===== src/rtl/mem_arbiter_pkg.sv =====
// Shared types and constants for the fetch/data memory arbiter.
package mem_arbiter_pkg;

    localparam int unsigned ADDR_W = 32;
    localparam int unsigned DATA_W = 32;
    localparam int unsigned BE_W   = 4;

    // Fetches are always full-word reads.
    localparam logic [BE_W-1:0] FETCH_BE = 4'hF;

    typedef enum logic [1:0] {
        IDLE  = 2'd0,
        IBUSY = 2'd1,
        DBUSY = 2'd2,
        DONE  = 2'd3
    } state_t;

    typedef enum logic {
        PORT_FETCH = 1'b0,
        PORT_DATA  = 1'b1
    } port_t;

    // Command presented to the memory side for the whole busy phase.
    typedef struct packed {
        logic              we;
        logic [ADDR_W-1:0] addr;
        logic [DATA_W-1:0] wdata;
        logic [BE_W-1:0]   be;
    } mem_cmd_t;

endpackage


===== src/rtl/mem_arbiter.sv =====
// Two-port (fetch/data) single-outstanding memory arbiter.
// Define MEMARB_RR_EN for round-robin arbitration; default is data-over-fetch priority.
module mem_arbiter
    import mem_arbiter_pkg::*;
(
    input  logic              clk,
    input  logic              reset,
    input  logic              ifreq,
    input  logic [ADDR_W-1:0] ifaddr,
    input  logic              ifkill,
    input  logic              dmreq,
    input  logic              dmwe,
    input  logic [ADDR_W-1:0] dmaddr,
    input  logic [DATA_W-1:0] dmwdata,
    input  logic [BE_W-1:0]   dmbe,
    output logic [DATA_W-1:0] ifrdata,
    output logic              ifvalid,
    output logic [DATA_W-1:0] dmrdata,
    output logic              dmvalid,
    output logic              stallf,
    output logic              stallm,
    output logic              memreq,
    output logic              memwe,
    output logic [ADDR_W-1:0] memaddr,
    output logic [DATA_W-1:0] memwdata,
    output logic [BE_W-1:0]   membe,
    input  logic [DATA_W-1:0] memrdata,
    input  logic              memready
);

    state_t   state;
    state_t   state_next;
    logic     grant;
    logic     grant_data;
    mem_cmd_t cmd;
    logic     kill;

`ifdef MEMARB_RR_EN
    port_t    last_served;
`endif

    // Next-state and arbitration decision.
    always_comb begin
        state_next = state;
        grant      = 1'b0;
        grant_data = 1'b0;
        case (state)
            IDLE: begin
                grant = dmreq | ifreq;
`ifdef MEMARB_RR_EN
                grant_data = dmreq & (~ifreq | (last_served == PORT_FETCH));
`else
                grant_data = dmreq;
`endif
                if (grant) begin
                    state_next = grant_data ? DBUSY : IBUSY;
                end
            end
            IBUSY, DBUSY: begin
                if (memready) begin
                    state_next = DONE;
                end
            end
            DONE: begin
                state_next = IDLE;
            end
            default: begin
                state_next = IDLE;
            end
        endcase
    end

    always_ff @(posedge clk) begin
        if (!reset) begin
            state <= IDLE;
        end else begin
            state <= state_next;
        end
    end

    // Command capture, read-data capture, kill tracking and valid pulses.
    always_ff @(posedge clk) begin
        if (!reset) begin
            memreq  <= 1'b0;
            cmd     <= '0;
            ifrdata <= '0;
            dmrdata <= '0;
            ifvalid <= 1'b0;
            dmvalid <= 1'b0;
            kill    <= 1'b0;
        end else begin
            ifvalid <= 1'b0;
            dmvalid <= 1'b0;
            case (state)
                IDLE: begin
                    if (grant) begin
                        memreq <= 1'b1;
                        if (grant_data) begin
                            cmd <= '{we: dmwe, addr: dmaddr, wdata: dmwdata, be: dmbe};
                        end else begin
                            cmd <= '{we: 1'b0, addr: ifaddr, wdata: '0, be: FETCH_BE};
                        end
                    end
                end
                IBUSY: begin
                    if (ifkill) begin
                        kill <= 1'b1;
                    end
                    if (memready) begin
                        memreq  <= 1'b0;
                        ifrdata <= memrdata;
                        // A kill seen in the completing cycle also suppresses the pulse.
                        ifvalid <= ~(kill | ifkill);
                    end
                end
                DBUSY: begin
                    if (memready) begin
                        memreq  <= 1'b0;
                        dmrdata <= cmd.we ? '0 : memrdata;
                        dmvalid <= 1'b1;
                    end
                end
                DONE: begin
                    kill <= 1'b0;
                end
                default: begin
                    kill <= 1'b0;
                end
            endcase
        end
    end

`ifdef MEMARB_RR_EN
    always_ff @(posedge clk) begin
        if (!reset) begin
            last_served <= PORT_FETCH;
        end else if ((state == IDLE) && grant) begin
            last_served <= grant_data ? PORT_DATA : PORT_FETCH;
        end
    end
`endif

    assign memwe    = cmd.we;
    assign memaddr  = cmd.addr;
    assign memwdata = cmd.wdata;
    assign membe    = cmd.be;

    assign stallf = ifreq & ~ifvalid;
    assign stallm = dmreq & ~dmvalid;

endmodule

===== config.mk =====
export PLATFORM = sky130hd
export DESIGN_NAME = mem_arbiter
export DESIGN_NICKNAME = d
export VERILOG_FILES = /design/src/rtl/mem_arbiter_pkg.sv /design/src/rtl/mem_arbiter.sv
export SDC_FILE = /design/constraint.sdc
export NUM_CORES = 1
export LEC_CHECK = 0
export BUFFER_PORTS_ARGS = -buffer_cell sky130_fd_sc_hd__buf_4
export CAP_MARGIN = 20
export CORE_MARGIN = 10
export CORE_UTILIZATION = 40
export CTS_BUF_LIST = sky130_fd_sc_hd__clkbuf_16
export DETAILED_ROUTE_END_ITERATION = 10
export HOLD_SLACK_MARGIN = 0.06
export PLACE_DENSITY = 0.86
export SKIP_CTS_REPAIR_TIMING = 1
export SLEW_MARGIN = 20
export SYNTH_ARGS = -nofsm -noshare
export SYNTH_HDL_FRONTEND = slang
export SYNTH_SLANG_ARGS = --single-unit

===== constraint.sdc =====
create_clock -name clk -period 1.65 [get_ports clk]
set_clock_uncertainty 0.15 [all_clocks]
set_input_delay 0.165 -clock clk [delete_from_list [all_inputs] [get_ports clk]]
set_output_delay 0.165 -clock clk [all_outputs]
set_load 0.05 [all_outputs]

==> results.md, run 1 <==
* Number of antenna violations at the first check in global routing at 1
* Number of top-level pins at 277
* Flop and latch count out of synthesis at 139
* Setup WS post-layout at -0.0437 ns
* Max-cap violation count at 0
* Port Buf Inserts at 276
* Routing usage on met2 at 0.328
* Routability Congestion at 0.765
* Clock latency reported for the late side of the worst-skew pair at 0.41 ns
* Crit path buffers/inverters at 2
* Endpoints failing hold at 0
* Startpoint of the most critical register-to-register path: state[0]
* Path category of the worst min-delay check: input port to flop
* Met1 track demand over resource in global routing at 0.194
* Pre-CTS setup slack at -0.00150 ns
* Global-route track usage on met3 at 0.0971
* Fraction of final layout cells sized beyond drive strength 1 at 0.354
* Endpoint of the most critical register-to-register path: memaddr[9]
* First-pass GRT wire length at 27500 um
* Post-synth top area share at 0.534
* Leak pwr at 4.24 nW
* Number of antenna-violating nets in the routed design at 0
* Vias in the first global route at 5330
* Transition time at the pin with the least slew margin at 0.472 ns
* Critical Path End Type: flop
* CTS buffer count at 17
* Timing-limited maximum frequency at 590 MHz
* All-layer global routing usage at 0.190
* Standard cell core area at 0.0127 sq mm
* Max Fanout on Critical Path at 36
* Status: complete, but fails checks
* Die area at 0.0180 sq mm
* Cell count after synthesis at 557
* Critical-path top delay cell: sky130_fd_sc_hd__dfxtp_2
* Final period util at 1.03
* Startpoint of the most critical setup path: state[0]
* Cell type with the largest total area after synthesis: sky130_fd_sc_hd__dfxtp_1
* Post-detailed-route wirelength per cell at 20.1 um
* Standard-cell rows at 41
* Total DRC errors in the routed layout at 0
* Layer carrying the most global-route usage: met2
* Share of flip-flops with an asynchronous set or reset at 0
* Fin crit period at 1.69 ns
* WS Path Type: flop to flop
* Clock tree from TritonCTS: done
* Launch point of the worst hold path: ifaddr[16]
* Top cell family by delay on the critical path: compound AO/OA/AOI/OAI gates
* Total Nets Final at 1105
* Required time reported for the critical path endpoint at 1.81 ns
* EDFF count, synth at 0
* Syn Std Cell Area at 0.00521 sq mm
* Synthesized area divided by synthesized cell count at 9.36 sq um
* Headroom to the max-slew limit at 0.685
* Data arrival time of the critical path at 1.86 ns
* Worst setup endpoint: memaddr[9]
* Kind of launch point of the worst setup path: flop
* Most frequent cells after synthesis: sky130_fd_sc_hd__dfxtp_1 (139), sky130_fd_sc_hd__nand2_1 (69), sky130_fd_sc_hd__nor2_1 (64)
* Synthesized Nets at 702
* Setup violations, final at 2
* Number of vias per cell at 5.29
* Number of DRC markers after the initial detailed-route iteration at 406
* VDD IR-drop max at 0.000986 V
* HPWL Detailed at 13300 um
* Peak per-stage delay on the critical path at 0.31 ns
* Via count of the routed design at 6063
* Level count of the clock H-tree at 4
* Clk slew on worst S/H paths at 0.06 ns
* Violated checks: setup timing
* Pin count of the biggest net entering global routing at 44
* PD cells at 1510 mW/mm^2
* Ys flop type: sky130_fd_sc_hd__dfxtp_1
* Buffers from clock root to sink, at most at 2
* Wire length after detailed routing at 23100 um
* Aggregate global routing overflow at 0
* Initial core utilization at 0.411
* Die extent in x at 134 um
* Number of gates on the worst path with buffers counted at 6
* Synth warn at 0
* Drt first pass iters at 5
* Worst hold-check slack at 0.00322 ns
* Unrepaired setup endpoints after global routing: yes
* Sequential element share of the synthesized area at 0.534
* Overall die height at 134 um
* Slew Viols, Final at 0
* Number of sinks on the clock net at 139
* Sequence of cells on the critical path: inv_1, ha_4, o21a_1, buf_12, o21ai_0, a21oi_1
* Area added between synthesis and finish at 81.8%
* Clock root buffer: sky130_fd_sc_hd__clkbuf_16
* Register-to-Register Setup Slack at -0.04 ns
* Synth cell types at 34
* Most instantiated library cell after synthesis: sky130_fd_sc_hd__dfxtp_1
* Number of cells traversed by the worst register-to-register path at 6
* Synth top area cells: sky130_fd_sc_hd__dfxtp_1 (53%), sky130_fd_sc_hd__a22o_1 (5.4%), sky130_fd_sc_hd__o2bb2ai_1 (5.0%), sky130_fd_sc_hd__nand2_1 (5.0%), sky130_fd_sc_hd__a22oi_1 (4.8%)
cell families (layout without fill, tap and decap cells):
logic type | after synthesis | count (layout) | share of synthesized area
buffers and inverters | 57 | 473 | 0.0566
other | 0 | 1 | 0
AO/OA/AOI/OAI | 210 | 210 | 0.284
AND/OR/NAND/NOR | 145 | 145 | 0.112
flip-flops | 139 | 139 | 0.534
adder cells (fa/ha/maj) | 6 | 6 | 0.0144
per-stage QoR:
| step | instances | utilization | setup TNS [ns] | power [W] | area (sq um) |
|---|---|---|---|---|---|
| after floorplan | 557 | - | 0 | 0.00805 | 5220 |
| after global placement | 976 | 0.591 | 0 | 0.00996 | 7490 |
| after detailed placement | 976 | 0.591 | -0.00150 | 0.0100 | 7490 |
| after CTS | 1008 | 0.637 | -0.0473 | 0.0137 | 8070 |
| after global routing | 1146 | 0.748 | -0.459 | 0.0149 | 9480 |
| final | 1146 | 0.748 | -0.0528 | 0.0143 | 9480 |
metal layers:
metal	part of all wire	routed length, um
met2	0.51	11700
met1	0.36	8310
met3	0.098	2250
met5	0	0
met4	0.035	816
where the power goes:
group	leakage (nW)	internal [W]	switching (W)
Clock	0.274	0.00222	0.00148
Sequential	1.14	0.00399	0.000373
Combinational	2.83	0.00217	0.00404
Total	4.24	0.00838	0.00590
state kept, by name, summed over array words and instances (netlist names):
| register | cells |
|---|---|
| dmrdata | 32 |
| ifrdata | 32 |
| memaddr | 32 |
| memwdata | 32 |
| membe | 4 |
| state | 2 |
| dmvalid | 1 |
| ifvalid | 1 |
| kill | 1 |
| memreq | 1 |
| memwe | 1 |
tightest hold or removal path, delay by kind of cell:
kind | cells | cell delay, ns
AOI/OAI and AO/OA | 2 | 0.24
buffers and inverters | 1 | 0.09
and+or+nand+nor | 1 | 0.03
area by class of cell:
| type | instances | area [sq um] |
|---|---|---|
| fillers | 736 | 3190 |
| inverters | 6 | 22.5 |
| well taps | 172 | 215 |
| diodes | 1 | 2.50 |
| clock inverters | 15 | 151 |
| multi-input cells | 361 | 2170 |
| repair buffers | 435 | 3710 |
| clock buffers | 17 | 425 |
| flip-flops and latches | 139 | 2780 |
placed cells by master (no fill, tap or decap), types with 3 or more instances in the layout:
cell / count
sky130_fd_sc_hd__o2bb2ai_1: 30
sky130_fd_sc_hd__clkinvlp_4: 4
sky130_fd_sc_hd__a22o_1: 32
sky130_fd_sc_hd__nor2_1: 64
sky130_fd_sc_hd__nand2_1: 69
sky130_fd_sc_hd__buf_12: 7
sky130_fd_sc_hd__dlygate4sd3_1: 135
sky130_fd_sc_hd__o21ai_0: 35
sky130_fd_sc_hd__ha_1: 5
sky130_fd_sc_hd__inv_1: 6
sky130_fd_sc_hd__o221a_2: 4
sky130_fd_sc_hd__a21oi_1: 41
sky130_fd_sc_hd__buf_4: 292
sky130_fd_sc_hd__a21boi_0: 22
sky130_fd_sc_hd__clkinv_4: 3
sky130_fd_sc_hd__clkbuf_16: 18
sky130_fd_sc_hd__dfxtp_1: 138
sky130_fd_sc_hd__a22oi_1: 33
worst min path at each step:
stage,end,depth (start not counted)
6_report,memaddr[16],4
5_1_grt,memaddr[16],4
2_1_floorplan,ifvalid,2
4_1_cts,dmrdata[22],2
3_3_place_gp,dmrdata[26],2
3_5_place_dp,dmrdata[7],2
No activity file was read; power rests on OpenSTA's default activity.
==> inputs of run 2 (changes only) <==
Settings changed: CORE_UTILIZATION 40 to 45, PLACE_DENSITY 0.86 to 0.8.
Clock period 1.65 ns to 1.7 ns, I/O delays scaled along.
==> run 2 against run 1 <==
Effect of this change:
- the flow now finishes without violations
- sequential power decreased by 3%
- maximum frequency increased by 1.8%
- cell area increased by 0.63%
- non-clock buffer count increased by 1
- sequential cell count unchanged
- worst setup slack improved by 0.079 ns
- hold slack improved by 0.036 ns
- die area decreased by 9.5%
- clock power increased by 5.7%
- total power decreased by 0.28%
- register-to-register slack improved by 0.08 ns
- highest routed layer unchanged
==> results.md, run 2 (synthesis results as in run 1) <==
* Leak pwr at 4.27 nW (+0.79%)
* Max Fanout on Critical Path at 33 (-8.3%)
* VDD IR-drop max at 0.00104 V (+5.5%)
* Standard-cell rows at 39 (-4.9%)
* Die extent in x at 128 um (-4.9%)
* Fin crit period at 1.66 ns (-0.0295 ns)
* Setup violations, final at 0 (-2)
* PD cells at 1490 mW/mm^2 (-0.91%)
* Number of top-level pins at 277 (unchanged)
* Number of antenna-violating nets in the routed design at 0 (unchanged)
* Setup total negative slack at 0 ns (+0.0528 ns)
* Sequence of cells on the critical path: inv_1, buf_4, ha_4, and2_1, buf_12, a22oi_1, nor2_1
* WS Path Type: flop to flop
* Tot Pwr at 0.0142 W (-0.28%)
* Number of sinks on the clock net at 139 (unchanged)
* Post-detailed-route wirelength per cell at 20.6 um (+2.5%)
* Critical Path End Type: flop
* Max-cap violation count at 0 (unchanged)
* Total Nets Final at 1107 (+0.18%)
* CTS buffer count at 17 (unchanged)
* Most frequent cells in the layout: sky130_fd_sc_hd__buf_4 (291), sky130_fd_sc_hd__dfxtp_1 (139), sky130_fd_sc_hd__dlygate4sd3_1 (135)
* Pre-CTS setup slack at -0.0866 ns (-0.0851 ns)
* Aggregate global routing overflow at 0 (unchanged)
* Clk slew on worst S/H paths at 0.06 ns (about the same)
* Number of vias per cell at 5.44 (+2.9%)
* Data arrival time of the critical path at 1.80 ns (-0.06 ns)
* Critical-path top delay cell: sky130_fd_sc_hd__dfxtp_1
* Status: finished, final reports clean
* Wire length after detailed routing at 23100 um (about the same)
* Pin count of the biggest net entering global routing at 68 (+55%)
* Path category of the worst min-delay check: input port to flop
* Level count of the clock H-tree at 4 (unchanged)
* Total DRC errors in the routed layout at 0 (unchanged)
* Port Buf Inserts at 276 (unchanged)
* Drt first pass iters at 5 (unchanged)
* Buffers from clock root to sink, at most at 2 (unchanged)
* All-layer global routing usage at 0.207 (+0.0174)
* Required time reported for the critical path endpoint at 1.84 ns (+0.03 ns)
* Clock tree from TritonCTS: done
* Clock latency reported for the late side of the worst-skew pair at 0.41 ns (about the same)
* Routability Congestion at 0.796 (+4.1%)
* HPWL Detailed at 13600 um (+2.3%)
* Initial core utilization at 0.459 (+0.0471)
* Fraction of final layout cells sized beyond drive strength 1 at 0.360 (+0.00645)
* Most common library cell in the layout ignoring fill and taps: sky130_fd_sc_hd__buf_4
* Number of DRC markers after the initial detailed-route iteration at 523 (+29%)
* Overall die height at 128 um (-4.9%)
* Slew Viols, Final at 0 (unchanged)
* Via count of the routed design at 6091 (+0.46%)
* Crit path buffers/inverters at 3 (+1)
* Area added between synthesis and finish at 83.0%
* Peak per-stage delay on the critical path at 0.33 ns (+0.02 ns)
* Endpoints failing hold at 0 (unchanged)
* Vias in the first global route at 5220 (-2.1%)
* Kind of launch point of the worst setup path: flop
* Final period util at 0.979 (-0.0475)
* First-pass GRT wire length at 27200 um (-1.2%)
* Setup WS post-layout at 0.0358 ns (+0.0795 ns)
* Transition time at the pin with the least slew margin at 0.696 ns (+0.225 ns)
* Die area at 0.0163 sq mm (-9.5%)
* Clock root buffer: sky130_fd_sc_hd__clkbuf_16
* Number of antenna violations at the first check in global routing at 1 (unchanged)
* Headroom to the max-slew limit at 0.535 (-0.150)
* Standard cell core area at 0.0114 sq mm (-10%)
* Timing-limited maximum frequency at 601 MHz (+1.8%)
* Top cell family by delay on the critical path: buffers and inverters
* Layout fillers at 589 (-20%)
==> run 2: metal layers <==
metal	wire length [um]	GRT usage
met1	8400	0.215
met2	11700	0.352
met3	2170	0.0947
met4	827	0.0921
met5	0	0
==> run 2: layout make-up <==
type                            instances  area (sq um)  share of cell area
Tap cell                              143           179              0.0188
Timing Repair Buffer                  436          3730               0.391
Clock inverter                         15           196              0.0206
Inverter                                6          22.5             0.00236
Antenna cell                            1          2.50            0.000262
Multi-Input combinational cell        362          2200               0.231
Clock buffer                           17           425              0.0446
Sequential cell                       139          2780               0.292
==> run 2: worst paths after layout <==
check | from | end | slack (ns) | depth (start not counted)
min | ifaddr[0] | memaddr[0] | 0.04 | 4
max reg2reg | state[0] | memwdata[18] | 0.04 | 7
max | state[0] | memwdata[18] | 0.04 | 7
min reg2reg | kill | ifvalid | 0.27 | 1
==> run 2: where the power goes <==
part | leakage (nW) | total, W | switching [W] | internal (W)
sequential | 1.14 | 0.00423 | 0.000361 | 0.00387
clock | 0.297 | 0.00391 | 0.00145 | 0.00245
combinational | 2.84 | 0.00609 | 0.00394 | 0.00216
==> run 2: tightest hold or removal path: stages <==
cell,delay (ns)
sky130_fd_sc_hd__buf_4,0.07
sky130_fd_sc_hd__nor2_1,0.03
sky130_fd_sc_hd__o2bb2ai_1,0.13
sky130_fd_sc_hd__a21oi_1,0.15
==> run 2: per-stage QoR <==
stage | utilization | hold WS (ns) | instance area (sq um) | std cells
finish | 0.839 | 0.0394 | 9540 | 1119
global route | 0.839 | 0.0774 | 9540 | 1119
CTS | 0.708 | -0.194 | 8060 | 978
detailed placement | 0.654 | 0.245 | 7430 | 946
global placement | 0.653 | 0.239 | 7430 | 946
floorplan | - | 0.144 | 5210 | 557
